--- src/rtl/dmem_mmio_pkg.sv ---
// Shared constants for the data-memory stage: region codes, I/O register
// offsets and STATUS bit positions.
package dmem_mmio_pkg;

    localparam logic [3:0] REGION_RAM = 4'h0;
    localparam logic [3:0] REGION_IO  = 4'h8;

    // I/O register select, taken from Addr[3:2]
    localparam logic [1:0] IO_OUT    = 2'd0;
    localparam logic [1:0] IO_CYCLES = 2'd1;
    localparam logic [1:0] IO_STATUS = 2'd2;
    localparam logic [1:0] IO_RSVD   = 2'd3;

    localparam int STATUS_EMPTY = 0;
    localparam int STATUS_FULL  = 1;
    localparam int STATUS_OVF   = 2;

    typedef enum logic [1:0] {
        SEL_NONE = 2'd0,
        SEL_RAM  = 2'd1,
        SEL_IO   = 2'd2
    } region_e;

    function automatic region_e decode_region(input logic [3:0] code);
        region_e r;
        r = SEL_NONE;
        if (code == REGION_RAM) r = SEL_RAM;
        else if (code == REGION_IO) r = SEL_IO;
        return r;
    endfunction

endpackage

--- src/rtl/dmem_mmio_fifo.sv ---
// Synchronous circular-buffer FIFO; pointers carry one extra wrap bit so
// full and empty are distinguishable without a separate counter.
module sync_fifo #(
    parameter  int WIDTH = 32,
    parameter  int DEPTH = 4,
    localparam int AW    = $clog2(DEPTH)
) (
    input  logic             clk,
    input  logic             rst,
    input  logic             push,
    input  logic [WIDTH-1:0] push_data,
    input  logic             pop,
    output logic [WIDTH-1:0] head,
    output logic             empty,
    output logic             full,
    output logic [AW:0]      count
);

    logic [WIDTH-1:0] mem [DEPTH];
    logic [AW:0]      wr_ptr;
    logic [AW:0]      rd_ptr;
    logic             do_push;
    logic             do_pop;

    assign empty   = (wr_ptr == rd_ptr);
    assign full    = (wr_ptr[AW] != rd_ptr[AW]) && (wr_ptr[AW-1:0] == rd_ptr[AW-1:0]);
    assign count   = wr_ptr - rd_ptr;
    assign head    = mem[rd_ptr[AW-1:0]];
    assign do_push = push && !full;
    assign do_pop  = pop && !empty;

    always_ff @(posedge clk) begin
        if (!rst) begin
            wr_ptr <= '0;
            rd_ptr <= '0;
        end else begin
            if (do_push) wr_ptr <= wr_ptr + (AW+1)'(1);
            if (do_pop)  rd_ptr <= rd_ptr + (AW+1)'(1);
        end
    end

    // Storage needs no reset: stale entries are unreachable once the pointers clear.
    always_ff @(posedge clk) begin
        if (do_push) mem[wr_ptr[AW-1:0]] <= push_data;
    end

endmodule

--- src/rtl/dmem_mmio.sv ---
// Data-memory stage: word RAM at region 0x0, plus cycle counter, output FIFO
// and status register at region 0x8. Loads are combinational.
module dmem_mmio
    import dmem_mmio_pkg::*;
#(
    parameter int RAM_WORDS  = 64,
    parameter int FIFO_DEPTH = 4
) (
    input  logic        clk,
    input  logic        rst,
    input  logic        MemWrite,
    input  logic [31:0] Addr,
    input  logic [31:0] WriteData,
    output logic [31:0] ReadData,
    output logic [31:0] out_data,
    output logic        out_valid,
    input  logic        out_ready
);

    localparam int RW = $clog2(RAM_WORDS);
    localparam int FW = $clog2(FIFO_DEPTH);

    logic [31:0]   ram [RAM_WORDS];
    logic [RW-1:0] ram_idx;
    region_e       region;
    logic [1:0]    io_off;

    logic          ram_wr;
    logic          out_wr;
    logic          cyc_wr;
    logic          st_wr;

    logic [31:0]   cycles;
    logic          overflow;
    logic          fifo_push;
    logic          fifo_pop;
    logic          fifo_empty;
    logic          fifo_full;
    logic [FW:0]   fifo_count;
    logic [31:0]   status_word;
    logic          unused_bits;

    assign region  = decode_region(Addr[31:28]);
    assign io_off  = Addr[3:2];
    assign ram_idx = Addr[RW+1:2];

    assign ram_wr = MemWrite && (region == SEL_RAM);
    assign out_wr = MemWrite && (region == SEL_IO) && (io_off == IO_OUT);
    assign cyc_wr = MemWrite && (region == SEL_IO) && (io_off == IO_CYCLES);
    assign st_wr  = MemWrite && (region == SEL_IO) && (io_off == IO_STATUS);

    assign fifo_push = out_wr && !fifo_full;
    assign fifo_pop  = out_valid && out_ready;
    assign out_valid = !fifo_empty;

    sync_fifo #(
        .WIDTH (32),
        .DEPTH (FIFO_DEPTH)
    ) u_fifo (
        .clk       (clk),
        .rst       (rst),
        .push      (fifo_push),
        .push_data (WriteData),
        .pop       (fifo_pop),
        .head      (out_data),
        .empty     (fifo_empty),
        .full      (fifo_full),
        .count     (fifo_count)
    );

    always_ff @(posedge clk) begin
        if (ram_wr) ram[ram_idx] <= WriteData;
    end

    always_ff @(posedge clk) begin
        if (!rst)        cycles <= '0;
        else if (cyc_wr) cycles <= WriteData;
        else             cycles <= cycles + 32'd1;
    end

    // A dropped push and a clear in the same cycle: the set takes priority.
    always_ff @(posedge clk) begin
        if (!rst)                          overflow <= 1'b0;
        else if (out_wr && fifo_full)      overflow <= 1'b1;
        else if (st_wr && WriteData[STATUS_OVF]) overflow <= 1'b0;
    end

    always_comb begin
        status_word               = '0;
        status_word[STATUS_EMPTY] = fifo_empty;
        status_word[STATUS_FULL]  = fifo_full;
        status_word[STATUS_OVF]   = overflow;
    end

    always_comb begin
        ReadData = '0;
        case (region)
            SEL_RAM: ReadData = ram[ram_idx];
            SEL_IO: begin
                case (io_off)
                    IO_CYCLES: ReadData = cycles;
                    IO_STATUS: ReadData = status_word;
                    default:   ReadData = '0;
                endcase
            end
            default: ReadData = '0;
        endcase
    end

    assign unused_bits = ^{Addr[27:RW+2], Addr[1:0], fifo_count};

endmodule

--- config.mk ---
export PLATFORM = sky130hd
export DESIGN_NAME = dmem_mmio
export DESIGN_NICKNAME = d
export VERILOG_FILES = /design/src/rtl/dmem_mmio_pkg.sv /design/src/rtl/dmem_mmio_fifo.sv /design/src/rtl/dmem_mmio.sv
export SDC_FILE = /design/constraint.sdc
export NUM_CORES = 2
export LEC_CHECK = 0
export ABC_AREA = 1
export BUFFER_PORTS_ARGS = -buffer_cell sky130_fd_sc_hd__buf_2
export CAP_MARGIN = 10
export CELL_PAD_IN_SITES_DETAIL_PLACEMENT = 0
export CELL_PAD_IN_SITES_GLOBAL_PLACEMENT = 1
export CORE_ASPECT_RATIO = 2
export CORE_MARGIN = 2
export CORE_UTILIZATION = 52
export CTS_BUF_LIST = sky130_fd_sc_hd__clkbuf_8
export CTS_CLUSTER_DIAMETER = 40
export DETAILED_ROUTE_END_ITERATION = 16
export PLACE_DENSITY = 0.85
export SYNTH_ARGS = -nofsm -noshare
export SYNTH_HDL_FRONTEND = slang
export SYNTH_SLANG_ARGS = --single-unit
--- constraint.sdc ---
create_clock -name clk -period 3.6 [get_ports clk]
set_input_delay 0.36 -clock clk [delete_from_list [all_inputs] [get_ports clk]]
set_output_delay 0.36 -clock clk [all_outputs]
set_load 0.01 [all_outputs]
Yosys cells after proc, flatten, opt, wreduce, memory -nomap -nowiden:

Memory sizes are Yosys's and may differ from the RTL's. A register that Yosys moved wholly into a read port is not among the register bits.
Cells that the tools add are included.

* $add $sub $neg: 3
* $mul: 0
* div/mod/pow operators: 0
* order comparisons: 0
* eq/ne operators: 8
* shifts and indexed selects: 0
* muxes and demuxes: 13
* bitwise gates (word level): 0
* reduce and logical (&&, ||, !) cells: 17

Operators by type and width (count)
* 32-bit one-hot mux with 2 select lines: 2
* 32-bit by 1-bit adder with 32-bit output, second input constant: 1
* 32-bit two-way mux: 1
* 1-bit logical AND: 12
* 2-bit two-way mux: 4
* 3-bit by 1-bit adder with 3-bit output, second input constant: 2
* 1-bit two-way mux: 6
* 2-bit by 1-bit equality test with 1-bit output, second input constant: 2
* 2-bit equality test, second input constant: 2
* 4-bit equality test, second input constant: 1
* 4-bit zero test: 1
* 3-bit equality test: 1
* 2-bit equality test: 1
* 1-bit zero test: 2
* 2-bit zero test: 1
* 2-bit nonzero test: 1
* 1-bit inequality test: 1

* register bits after elaboration: 39
* bits in latches: 0
* bits in writable memories: 2176
* ROM bits: 0
* input bits: 68
* output and inout bits: 65
* logic and storage cells: 47
* memories kept: 2

Memory list
* ram: words 64, width 32, read ports 1, clocked after memory_dff 0, wr ports 1, RTL line dmem_mmio.sv:23 `logic [31:0] ram [RAM_WORDS];`
* u_fifo.mem: words 4, width 32, read ports 1, clocked after memory_dff 1, wr ports 1, RTL line dmem_mmio_fifo.sv:19 `logic [WIDTH-1:0] mem [DEPTH];`

Logic depth before layout (Yosys ltp):

* depth in word-level cells: 10
* mapped depth: 16
* mapped depth without buffers: 13

Hierarchy:

Synthesis repeated with hierarchy kept, for this count alone.

* cells, all modules: 9202
* area, all modules: 93574.7 sq um

By module, submodules not included
* dmem_mmio: instances 1, cells each 8819, area an instance 88268.4 sq um
* sync_fifo: instances 1, cells each 383, area an instance 5306.3 sq um

Least setup slack after synthesis:

Ideal clock, no wire load.

* path kind: input to register
* start: input Addr[3]
* end: memory u_fifo.mem[3][0] (enable)
* setup time: 0.424 ns
* arrival: 2.887 ns
* required time: 3.176 ns
* setup slack: 0.288 ns
* stages: 7
* path buffers: 2
* cells stage by stage: inv_2 clkbuf_1 clkbuf_1 ha_1 and2_1 nand2_1 nor2_1

* word-level cells in the longest chain between the ends: 6

Ends and longest elaborated chain
* start: declaration: RTL line dmem_mmio.sv:12 `input logic [31:0] Addr,`
* 2-bit zero test: RTL line dmem_mmio.sv:48 `assign out_wr = MemWrite && (region == SEL_IO) && (io_off == IO_OUT);`
* 1-bit logical AND: RTL line dmem_mmio.sv:48
* 1-bit logical AND: RTL line dmem_mmio.sv:52 `assign fifo_push = out_wr && !fifo_full;`
* 1-bit logical AND: RTL line dmem_mmio_fifo.sv:29 `assign do_push = push && !full;`
* 1-bit two-way mux: RTL line dmem_mmio_fifo.sv:44 `if (do_push) mem[wr_ptr[AW-1:0]] <= push_data;`
* 1-bit two-way mux (not written as such): RTL line dmem_mmio_fifo.sv:44
* end: declaration: RTL line dmem_mmio_fifo.sv:19

Every way passes these cells.

Worst setup path in the final report:

* start: memory ram[6][17]
* end: output ReadData[17]

* word-level cells in the longest chain between the ends: 2

Ends and longest elaborated chain
* start: declaration: RTL line dmem_mmio.sv:23
* memory read 64 x 32 bit
* 32-bit one-hot mux with 2 select lines: RTL line dmem_mmio.sv:97 `case (region)`
* end: declaration: RTL line dmem_mmio.sv:14 `output logic [31:0] ReadData,`

Every way passes these cells.

==> out/qor.txt <==
Critical Path Max Stage Delay: 0.36 ns
Core Util, Final: 59.0%
Netlist cell types: 32
IO Count: 133
Max Clk Rate: 0.285 GHz
htree depth: 5
Max VDD drop: 0.500 mV
# DRC: 0
clock latency on the worst-skew pair: 0.95 ns
CTS Buffer Depth: 4
clock period minus worst slack: 3.51 ns
Rows: 220
syn avg cell area: 10.1 um^2
layout cell share with drive strength beyond 1: 9.79%
CTS tree: done
top-area cell type share of the netlist area: 70.0%
EDFF count, synth: 2,176
CP top delay family: simple AND/OR/NAND/NOR gates
biggest area consumer among synthesized cells: edfxtp_1
Max Cap Viol: 0
cells after synthesis: 9,204
Worst Hold Slack: 0.0826 ns
Root Buffer: clkbuf_8
asr flop ratio synth: 0%
postcts setup bufs: 0
router iterations before antenna repair: 6
Hold Vio Cnt, Final: 0
most frequent cell after synthesis: nand2_1
source of the worst hold timing path: Addr[31]
Tcrit/Tclk final: 97.5%
post-synthesis cell area: 93,400 um^2
synth warn: 0
Die ar.: 183,000 um^2
vias in the first global route: 61,401
CP Launch Type: flip-flop
Core Area: 179,000 um^2
vias per cell: 5.36
area grow syn2layout: 13.0%
measured slew at the worst slew-check pin: 1.29 ns
status: complete, no violations
Setup Skew: 0.0594 ns
ys flop type: edfxtp_1
final setup violation count: 0
Slew headroom: 14.3%
quantity of I/O buffers inserted on ports: 110
Syn Nets: 9,281
Leak Pwr: 0.0442 uW
Starting Density: 52.2%
Antenna Violating Nets Remaining: 0
critical path startpoint: ram[6][17]$_DFFE_PP_
vias: 64,937
Critical Path RT: 3.24 ns
CTS Buf Count: 312
routed length per instance: 22.9 um
wire length of the first global-routing pass: 402 mm
Worst Path Max Fanout: 1
Global Route Usage Sum: 30.0%
Die X-Extent: 304 um
clk sinks: 2,217
Routed WL: 277 mm
Worst path slowest cell: edfxtp_1
WP buf/inv: 1
CP Cell Sequence: nand2_1, nand2_1, nand2_1, nand2_1, nand2_1, nand2_1, nand2_1, nand2_1, nor2_1, nand2_1, nand2_1, nand2_1, buf_2
Max Slew Vio Count: 0
largest net degree at the start of global routing: 145
WP data arrival: 3.15 ns
Post-synth top cells: nand2_1 (5,865), edfxtp_1 (2,176), nor2_1 (275), buf_2 (241), clkbuf_1 (178)
routability cong.: 0.942
crit path kind: reg -> out
nets@finish: 9,611
pwr dens: 484 nW/um^2
Worst Setup End Kind: primary output
sequential share of the synthesized area: 70.8%
Initial DRC Count: 6,738
Synth Register Bits: 2,217
post-detail-place hpwl: 168 mm
dominant cells by area after synthesis: edfxtp_1 (70%), nand2_1 (24%), buf_2 (1.3%), nor2_1 (1.1%), dfxtp_1 (0.88%)
initial antenna violation count: 12
Crit Reg-Reg Startpoint: u_fifo.wr_ptr[0]$_SDFFE_PN0P_
GRT overflow: 0
Worst Hold Class: in -> reg
most frequent CP cell: nand2_1
Clock transition at path regs: 0.07 ns
Die Y: 603 um
sequential cells by signal, indices dropped and copies added (netlist names), named ones only:
name,count
overflow,1
ram,2048
cycles,32
u_fifo.wr_ptr,3
u_fifo.mem,128
u_fifo.rd_ptr,3
worst paths after layout:
check	end	slack, ns	cells past startpoint
worst max-delay path	ReadData[17]	0.09	13
worst min-delay path	overflow$_SDFFE_PN0P_	0.08	6
worst max register to register	u_fifo.mem[1][2]$_DFFE_PP_	1.48	7
worst min register to register	u_fifo.rd_ptr[2]$_SDFFE_PN0P_	0.48	2
placed cells by master, fill, tap and decap left out, types with 2 or more instances in the layout:
| cell type | count |
|---|---|
| nand4_1 | 20 |
| buf_12 | 119 |
| ha_1 | 9 |
| a21oi_1 | 16 |
| clkinv_2 | 49 |
| or2_2 | 8 |
| inv_6 | 6 |
| o21ai_1 | 6 |
| buf_4 | 228 |
| nor2_4 | 65 |
| dlygate4sd3_1 | 14 |
| xnor2_1 | 7 |
| clkinvlp_4 | 12 |
| inv_1 | 171 |
| buf_2 | 107 |
| o21ai_0 | 86 |
| edfxtp_1 | 2176 |
| or2_0 | 2 |
| nor3_1 | 6 |
| nor2_2 | 7 |
| nor2_1 | 206 |
| xor2_1 | 8 |
| dfxtp_1 | 40 |
| diode_2 | 7 |
| o22ai_1 | 34 |
| clkinv_1 | 69 |
| nor3_4 | 7 |
| inv_8 | 3 |
| nand2_1 | 5864 |
| clkbuf_8 | 324 |
| nand3b_1 | 6 |
| o211ai_1 | 16 |
| buf_8 | 3 |
| nand3_1 | 57 |
| bufinv_16 | 14 |
final cells by class:
| class | instances | area, um^2 |
|---|---|---|
| multi-input cells | 6437 | 25400 |
| flip-flops and latches | 2217 | 66200 |
| clock buffers | 324 | 4460 |
| fillers | 14727 | 73400 |
| diodes | 7 | 17.5 |
| repair buffers | 471 | 4810 |
| inverters | 95 | 379 |
| clock inverters | 230 | 1370 |
| well taps | 2331 | 2920 |
worst register-to-register path: stages (launching register included):
cell	delay, ns
dfxtp_1	0.40
xnor2_1	0.12
nand2_1	0.08
nor2_1	0.05
inv_1	0.09
nand2_1	0.24
nor2_2	0.54
buf_4	0.30
cells by family (layout without fill, tap and decap cells):
| kind of cell | count (synthesis) | in the layout | synth area share, % |
|---|---|---|---|
| adder cells (fa/ha/maj) | 9 | 9 | 0.121 |
| buffers and inverters | 550 | 1120 | 2.54 |
| other | 0 | 7 | 0 |
| AO/OA/AOI/OAI | 160 | 160 | 0.950 |
| XOR/XNOR | 15 | 15 | 0.141 |
| AND/OR/NAND/NOR | 6253 | 6253 | 25.4 |
| flip-flops | 2217 | 2217 | 70.8 |
layer usage:
layer / track usage [%] / up-vias / share of wire (%)
li1: - / 30576 / -
met1: 37.5 / 30752 / 37
met2: 48.9 / 2946 / 47
met3: 4.80 / 651 / 8.4
met4: 19.3 / 12 / 7.3
met5: 0 / - / 0.024
timing repair:
item,in CTS,in global routing
hold buffers,14,0
gates resized for setup,0,2
setup endpoints to repair,0,2
hold endpoints to repair,201,0
metrics by stage:
stage / setup TNS [ns] / total power, uW / cells / instance area (um^2) / setup slack, ns
2_1_floorplan: 0 / 30800 / 9204 / 93400 / 0.288
3_3_place_gp: 0 / 32700 / 11537 / 99500 / 0.269
3_5_place_dp: 0 / 32700 / 11537 / 99500 / 0.288
4_1_cts: 0 / 51300 / 12105 / 106000 / 0.0263
5_1_grt: -0.00188 / 52600 / 12107 / 106000 / -0.00188
6_report: 0 / 51100 / 12112 / 106000 / 0.0901
report_power, final:
part	internal, uW	leakage (uW)	total, uW	switching, uW
Sequential	28300	0.0199	28400	18.3
Combinational	960	0.0210	3850	2890
Clock	9410	0.00329	18900	9470
(Power assumes the default switching activity.)
